<file path="config.mk">
export PLATFORM = sky130hd
export DESIGN_NAME = seven_segment_scan_ctrl
export DESIGN_NICKNAME = d
export VERILOG_FILES = /design/src/rtl/seven_segment_scan_ctrl.sv
export SDC_FILE = /design/constraint.sdc
export NUM_CORES = 1
export LEC_CHECK = 0
export ABC_AREA = 1
export BUFFER_PORTS_ARGS = -buffer_cell sky130_fd_sc_hd__buf_2
export CORE_ASPECT_RATIO = 1.2
export CORE_UTILIZATION = 57
export CTS_CLUSTER_SIZE = 8
export DETAILED_ROUTE_END_ITERATION = 16
export PLACE_DENSITY = 0.83
export SLEW_MARGIN = 10
export SYNTH_ARGS = -nofsm -noshare
export SYNTH_HDL_FRONTEND = slang
export SYNTH_SLANG_ARGS = --single-unit
</file>
<file path="constraint.sdc">
create_clock -name CLOCK -period 4.17 [get_ports CLOCK]
set_clock_uncertainty 0.1 [all_clocks]
set_input_delay 0.834 -clock CLOCK [delete_from_list [all_inputs] [get_ports CLOCK]]
set_output_delay 0.834 -clock CLOCK [all_outputs]
set_load 0.005 [all_outputs]
</file>
<file path="src/rtl/seven_segment_scan_ctrl.sv">
// seven_segment_scan_ctrl: N-digit multiplexed 7-segment scanner with frame-synchronous
// input shadowing, per-digit blink, leading-zero blanking and PWM brightness.
module seven_segment_scan_ctrl #(
   parameter int NUM_DIGITS   = 4,
   parameter int SCAN_DIV     = 100000,
   parameter int BRIGHT_W     = 3,
   parameter int BLINK_FRAMES = 125,
   parameter bit HEX_EN       = 0
) (
   input  logic                    CLOCK,
   input  logic                    RESET,
   input  logic                    ENABLE,
   input  logic [4*NUM_DIGITS-1:0] DIGITS_IN,
   input  logic [NUM_DIGITS-1:0]   DP_IN,
   input  logic [NUM_DIGITS-1:0]   BLINK_MASK,
   input  logic                    LZB_EN,
   input  logic [BRIGHT_W-1:0]     BRIGHTNESS,
   output logic [6:0]              SEG_OUT,
   output logic                    DP_OUT,
   output logic [NUM_DIGITS-1:0]   ANODES,
   output logic                    FRAME_TICK
);
   localparam int PW   = $clog2(SCAN_DIV);
   localparam int SW   = $clog2(NUM_DIGITS);
   localparam int FW   = (BLINK_FRAMES > 1) ? $clog2(BLINK_FRAMES) : 1;
   localparam int UNIT = SCAN_DIV >> BRIGHT_W;

   logic [PW-1:0]           presc;
   logic [SW-1:0]           slot;
   logic [FW-1:0]           frame_cnt;
   logic                    blink;
   logic [4*NUM_DIGITS-1:0] digits_sh;
   logic [NUM_DIGITS-1:0]   dp_sh;
   logic [NUM_DIGITS-1:0]   blink_sh;
   logic                    lzb_sh;
   logic [BRIGHT_W-1:0]     bright_sh;
   logic                    slot_end;
   logic                    frame_start;
   logic                    on;
   logic                    blank;
   logic                    run;
   logic                    lit;
   logic [3:0]              code;
   logic [6:0]              seg;
   logic [NUM_DIGITS-1:0]   zero_run;

   always_comb begin
      slot_end    = ENABLE && presc == PW'(SCAN_DIV - 1);
      frame_start = slot_end && slot == SW'(NUM_DIGITS - 1);
      on          = int'(presc) < (int'(bright_sh) + 1) * UNIT;
      code        = '0;
      run         = 1'b1;
      zero_run    = '0;
      // zero_run[i]: digit i and every digit left of it hold code 0
      for (int i = 0; i < NUM_DIGITS; i++) begin
         run = run && digits_sh[4*(NUM_DIGITS-1-i) +: 4] == 4'd0;
         zero_run[i] = run;
         if (slot == SW'(i)) code = digits_sh[4*(NUM_DIGITS-1-i) +: 4];
      end
      blank = (blink && blink_sh[slot]) ||
              (lzb_sh && slot != SW'(NUM_DIGITS - 1) && zero_run[slot]);
      lit   = ENABLE && on && !blank;
      case (code)
         4'h0:    seg = 7'h40;
         4'h1:    seg = 7'h79;
         4'h2:    seg = 7'h24;
         4'h3:    seg = 7'h30;
         4'h4:    seg = 7'h19;
         4'h5:    seg = 7'h12;
         4'h6:    seg = 7'h02;
         4'h7:    seg = 7'h78;
         4'h8:    seg = 7'h00;
         4'h9:    seg = 7'h10;
         4'hA:    seg = HEX_EN ? 7'h08 : 7'h7F;
         4'hB:    seg = HEX_EN ? 7'h03 : 7'h7F;
         4'hC:    seg = HEX_EN ? 7'h46 : 7'h7F;
         4'hD:    seg = HEX_EN ? 7'h21 : 7'h7F;
         4'hE:    seg = HEX_EN ? 7'h06 : 7'h7F;
         default: seg = HEX_EN ? 7'h0E : 7'h7F;
      endcase
   end

   always_ff @(posedge CLOCK) begin
      if (RESET) begin
         presc      <= '0;
         slot       <= '0;
         frame_cnt  <= '0;
         blink      <= 1'b0;
         digits_sh  <= '0;
         dp_sh      <= '0;
         blink_sh   <= '0;
         lzb_sh     <= 1'b0;
         bright_sh  <= '0;
         ANODES     <= '1;
         SEG_OUT    <= 7'h7F;
         DP_OUT     <= 1'b1;
         FRAME_TICK <= 1'b0;
      end else begin
         FRAME_TICK <= frame_start;
         ANODES     <= (ENABLE && on) ? ~(NUM_DIGITS'(1) << slot) : '1;
         SEG_OUT    <= lit ? seg : 7'h7F;
         DP_OUT     <= !(lit && dp_sh[slot]);
         if (slot_end) begin
            presc <= '0;
            slot  <= (slot == SW'(NUM_DIGITS - 1)) ? '0 : slot + SW'(1);
         end else if (ENABLE) begin
            presc <= presc + PW'(1);
         end
         if (frame_start) begin
            digits_sh <= DIGITS_IN;
            dp_sh     <= DP_IN;
            blink_sh  <= BLINK_MASK;
            lzb_sh    <= LZB_EN;
            bright_sh <= BRIGHTNESS;
            frame_cnt <= (frame_cnt == FW'(BLINK_FRAMES - 1)) ? '0 : frame_cnt + FW'(1);
            if (frame_cnt == FW'(BLINK_FRAMES - 1)) blink <= ~blink;
         end
      end
   end
endmodule

</file>
==> flow_metrics.tcl <==
set metrics [dict create \
    design.core.area_mm2 0.00690 \
    cts.htree.levels 3 \
    fin_tns_setup_ns 0 \
    setup_viol_count_final 0 \
    cts.reportedPaths.clkPinSlew_ns 0.07 \
    worst_path_required_time_ns 4.26 \
    startpoint_type "register" \
    criticalPathCategory "reg2reg" \
    max_slew_margin 0.311 \
    critPathMaxFanout 6 \
    timing.max_cap.violations 0 \
    wire_length_of_the_first_global_routing_pass_mm 15.8 \
    synth-seq-area-share 0.333 \
    worst_setup_path_end_kind "register" \
    synth.distinct_cells 40 \
    fillerInstances 569 \
    synth_fp_nets 616 \
    synthesis.instances 544 \
    timing.hold.ws_ns 0.364 \
    detail_route.wl_per_cell_um 13.8 \
    grt_remaining_overflow 0 \
    min_period_over_period 0.958 \
    result_of_the_run "finished clean" \
    dieHeight_um 94.8 \
    mostFrequentLayoutCell "sky130_fd_sc_hd__nand2_1" \
    grt_start_max_net_pins 20 \
    design.die.area_mm2 0.00752 \
    p_leak_nw 2.03 \
    grt_pass1_vias 3694 \
    wirelength_mm 9.40 \
    rows 33 \
    tritoncts "yes" \
    share_of_layout_cells_above_drive_strength_1 0.187 \
    hold_path.class "reg2reg" \
    mostFrequentLayoutCells "97 x sky130_fd_sc_hd__nand2_1, 68 x sky130_fd_sc_hd__inv_1, 67 x sky130_fd_sc_hd__dfxtp_1" \
    peak_ir_drop_on_the_vdd_network_v 0.000227 \
    finalWeightedCongestion 0.867 \
    nNetsFinal 662 \
    synth.cell_area_mm2 0.00409 \
    timing.critical_path.arrival_ns 4.09 \
    ios 44 \
    drt_pass1_iterations 6 \
    synth_area_per_cell_um2 7.51 \
    gr-usage-all-layers 0.266 \
    synth-edff-count 0 \
    least_margin_pin_slew_ns 1.03 \
    source_to_sink_clock_delay_at_the_later_pin_of_the_worst_skew_pair_ns 0.34 \
    finalMaxSlewViolations 0 \
    ys_dominant_reg_cell "sky130_fd_sc_hd__dfxtp_1" \
    yosys_warnings 0 \
    ctsLongestPathBuffers 2 \
    cts-hold-fix-buffers 0 \
    drc 0 \
    drtAntennaViolNets 0 \
    period_needed_ns 4.00 \
    detailedPlacementHpwl_mm 7.11 \
    grt_antenna_before_repair 0 \
    hold_viol_final 0 \
    synth_async_sr_flop_share 0 \
    via_per_inst 5.66 \
    io_buffers 43 \
    start_util 0.593 \
    diodes 0 \
    cts_buffers 9 \
    powerDensity_mw_per_mm2 271 \
    area_growth_syn_to_layout_pct 11.7 \
    clkSinkCount 68 \
    detail_route.iter0.violations 162 \
    master_cell_of_the_clock_root_buffer "sky130_fd_sc_hd__clkbuf_8" \
    synth_seq_cells 68 \
    vias 3857 \
    fmaxAchievable_ghz 0.250 \
    chipWidth_um 79.3 \
]
## metrics by stage
stage	std cells	instance area, µm²	utilization	total power (W)	setup slack [ns]
6_report	682	4570	0.662	0.00124	0.174
5_1_grt	682	4570	0.662	0.00127	-0.000724
3_5_place_dp	665	4360	0.632	0.000717	0.110
3_3_place_gp	665	4360	0.632	0.000716	0.272
2_1_floorplan	544	4090	-	0.000694	0.433
4_1_cts	681	4550	0.660	0.00124	0.109
## kinds of logic (layout without fill, tap and decap cells)
kind of cell | count (synthesis) | in the layout | share of synthesized area
and+or+nand+nor | 227 | 228 | 0.272
adders and majority gates | 41 | 41 | 0.125
DFF | 68 | 68 | 0.333
buffers and inverters | 87 | 137 | 0.0866
xor gates and xnor gates | 18 | 18 | 0.0386
AOI/OAI and AO/OA | 103 | 103 | 0.144
## what timing repair did
action	in CTS	in global routing
endpoints found under the hold margin	0	0
setup buffers	0	0
resized for setup	0	3
endpoints found under the setup margin	0	12
## per-layer routing
| metal | GRT usage | part of all wire | wire [µm] | vias to the layer above |
|---|---|---|---|---|
| met3 | 0.0522 | 0.046 | 429 | 30 |
| met4 | 0.108 | 0.025 | 233 | 0 |
| met2 | 0.517 | 0.53 | 4950 | 127 |
| met1 | 0.274 | 0.40 | 3790 | 1799 |
| li1 | - | - | - | 1901 |
| met5 | 0 | 0 | 0 | - |
## flip-flops by register name, summed over array words and instances (netlist names), 2 cells and up
name	flops
slot	2
blink_sh	4
presc	17
dp_sh	4
frame_cnt	7
bright_sh	3
SEG_OUT	7
ANODES	4
digits_sh	16
## worst max-delay path, cell delays in order, from the launching register on
cell and delay (ns):
sky130_fd_sc_hd__dfxtp_1 0.40, sky130_fd_sc_hd__inv_1 0.09, sky130_fd_sc_hd__ha_1 0.35, sky130_fd_sc_hd__ha_1 0.34
sky130_fd_sc_hd__ha_1 0.28, sky130_fd_sc_hd__ha_1 0.34, sky130_fd_sc_hd__nand2_1 0.07, sky130_fd_sc_hd__nand2_1 0.06
sky130_fd_sc_hd__a21oi_2 0.17, sky130_fd_sc_hd__nor2_1 0.06, sky130_fd_sc_hd__o21ai_0 0.18, sky130_fd_sc_hd__nand2_1 0.09
sky130_fd_sc_hd__xor2_1 0.15, sky130_fd_sc_hd__ha_1 0.29, sky130_fd_sc_hd__a21oi_1 0.13, sky130_fd_sc_hd__nor2_1 0.05
sky130_fd_sc_hd__a211oi_1 0.18, sky130_fd_sc_hd__nor2_1 0.14, sky130_fd_sc_hd__nor2_2 0.26, sky130_fd_sc_hd__nand4_1 0.12
## worst paths after layout
path | startpoint | to | slack, ns | cells past startpoint
setup / recovery | bright_sh[1] | SEG_OUT[3] | 0.17 | 19
hold / removal | dp_sh[0] | dp_sh[0] | 0.36 | 2
setup reg to reg | bright_sh[1] | SEG_OUT[3] | 0.17 | 19
hold reg to reg | dp_sh[0] | dp_sh[0] | 0.36 | 2
## synthesized netlist by cell type, types with 3 or more instances
cell / count / share of area
sky130_fd_sc_hd__nand2_1: 97 / 0.089
sky130_fd_sc_hd__dfxtp_1: 68 / 0.33
sky130_fd_sc_hd__inv_1: 68 / 0.062
sky130_fd_sc_hd__a21oi_1: 42 / 0.051
sky130_fd_sc_hd__ha_1: 41 / 0.13
sky130_fd_sc_hd__nor2_1: 35 / 0.032
sky130_fd_sc_hd__o21ai_0: 34 / 0.042
sky130_fd_sc_hd__nand3_1: 30 / 0.037
sky130_fd_sc_hd__nand4_1: 25 / 0.038
sky130_fd_sc_hd__nand2_2: 14 / 0.021
sky130_fd_sc_hd__o21ai_2: 12 / 0.026
sky130_fd_sc_hd__xor2_1: 12 / 0.026
sky130_fd_sc_hd__inv_2: 7 / 0.0064
sky130_fd_sc_hd__buf_2: 6 / 0.0073
sky130_fd_sc_hd__nor3_1: 6 / 0.0073
sky130_fd_sc_hd__xnor2_1: 6 / 0.013
sky130_fd_sc_hd__nor2_2: 5 / 0.0077
sky130_fd_sc_hd__a21o_1: 3 / 0.0055
## where the power goes
part / internal (W) / total (W) / switching (W)
logic: 0.0000189 / 0.0000458 / 0.0000268
registers: 0.000655 / 0.000658 / 0.00000280
clock network: 0.000292 / 0.000534 / 0.000242
total: 0.000966 / 0.00124 / 0.000271
## cell type report
type,instances,area [µm²],share of cell area
clock buffer,12,145,0.0318
clock inverter,4,48.8,0.0107
inverter,77,290,0.0636
multi-input combinational,390,2390,0.523
sequential,68,1360,0.298
tap,87,109,0.0238
timing repair buffer,44,223,0.0488
Power figures use the tool's default switching activity.
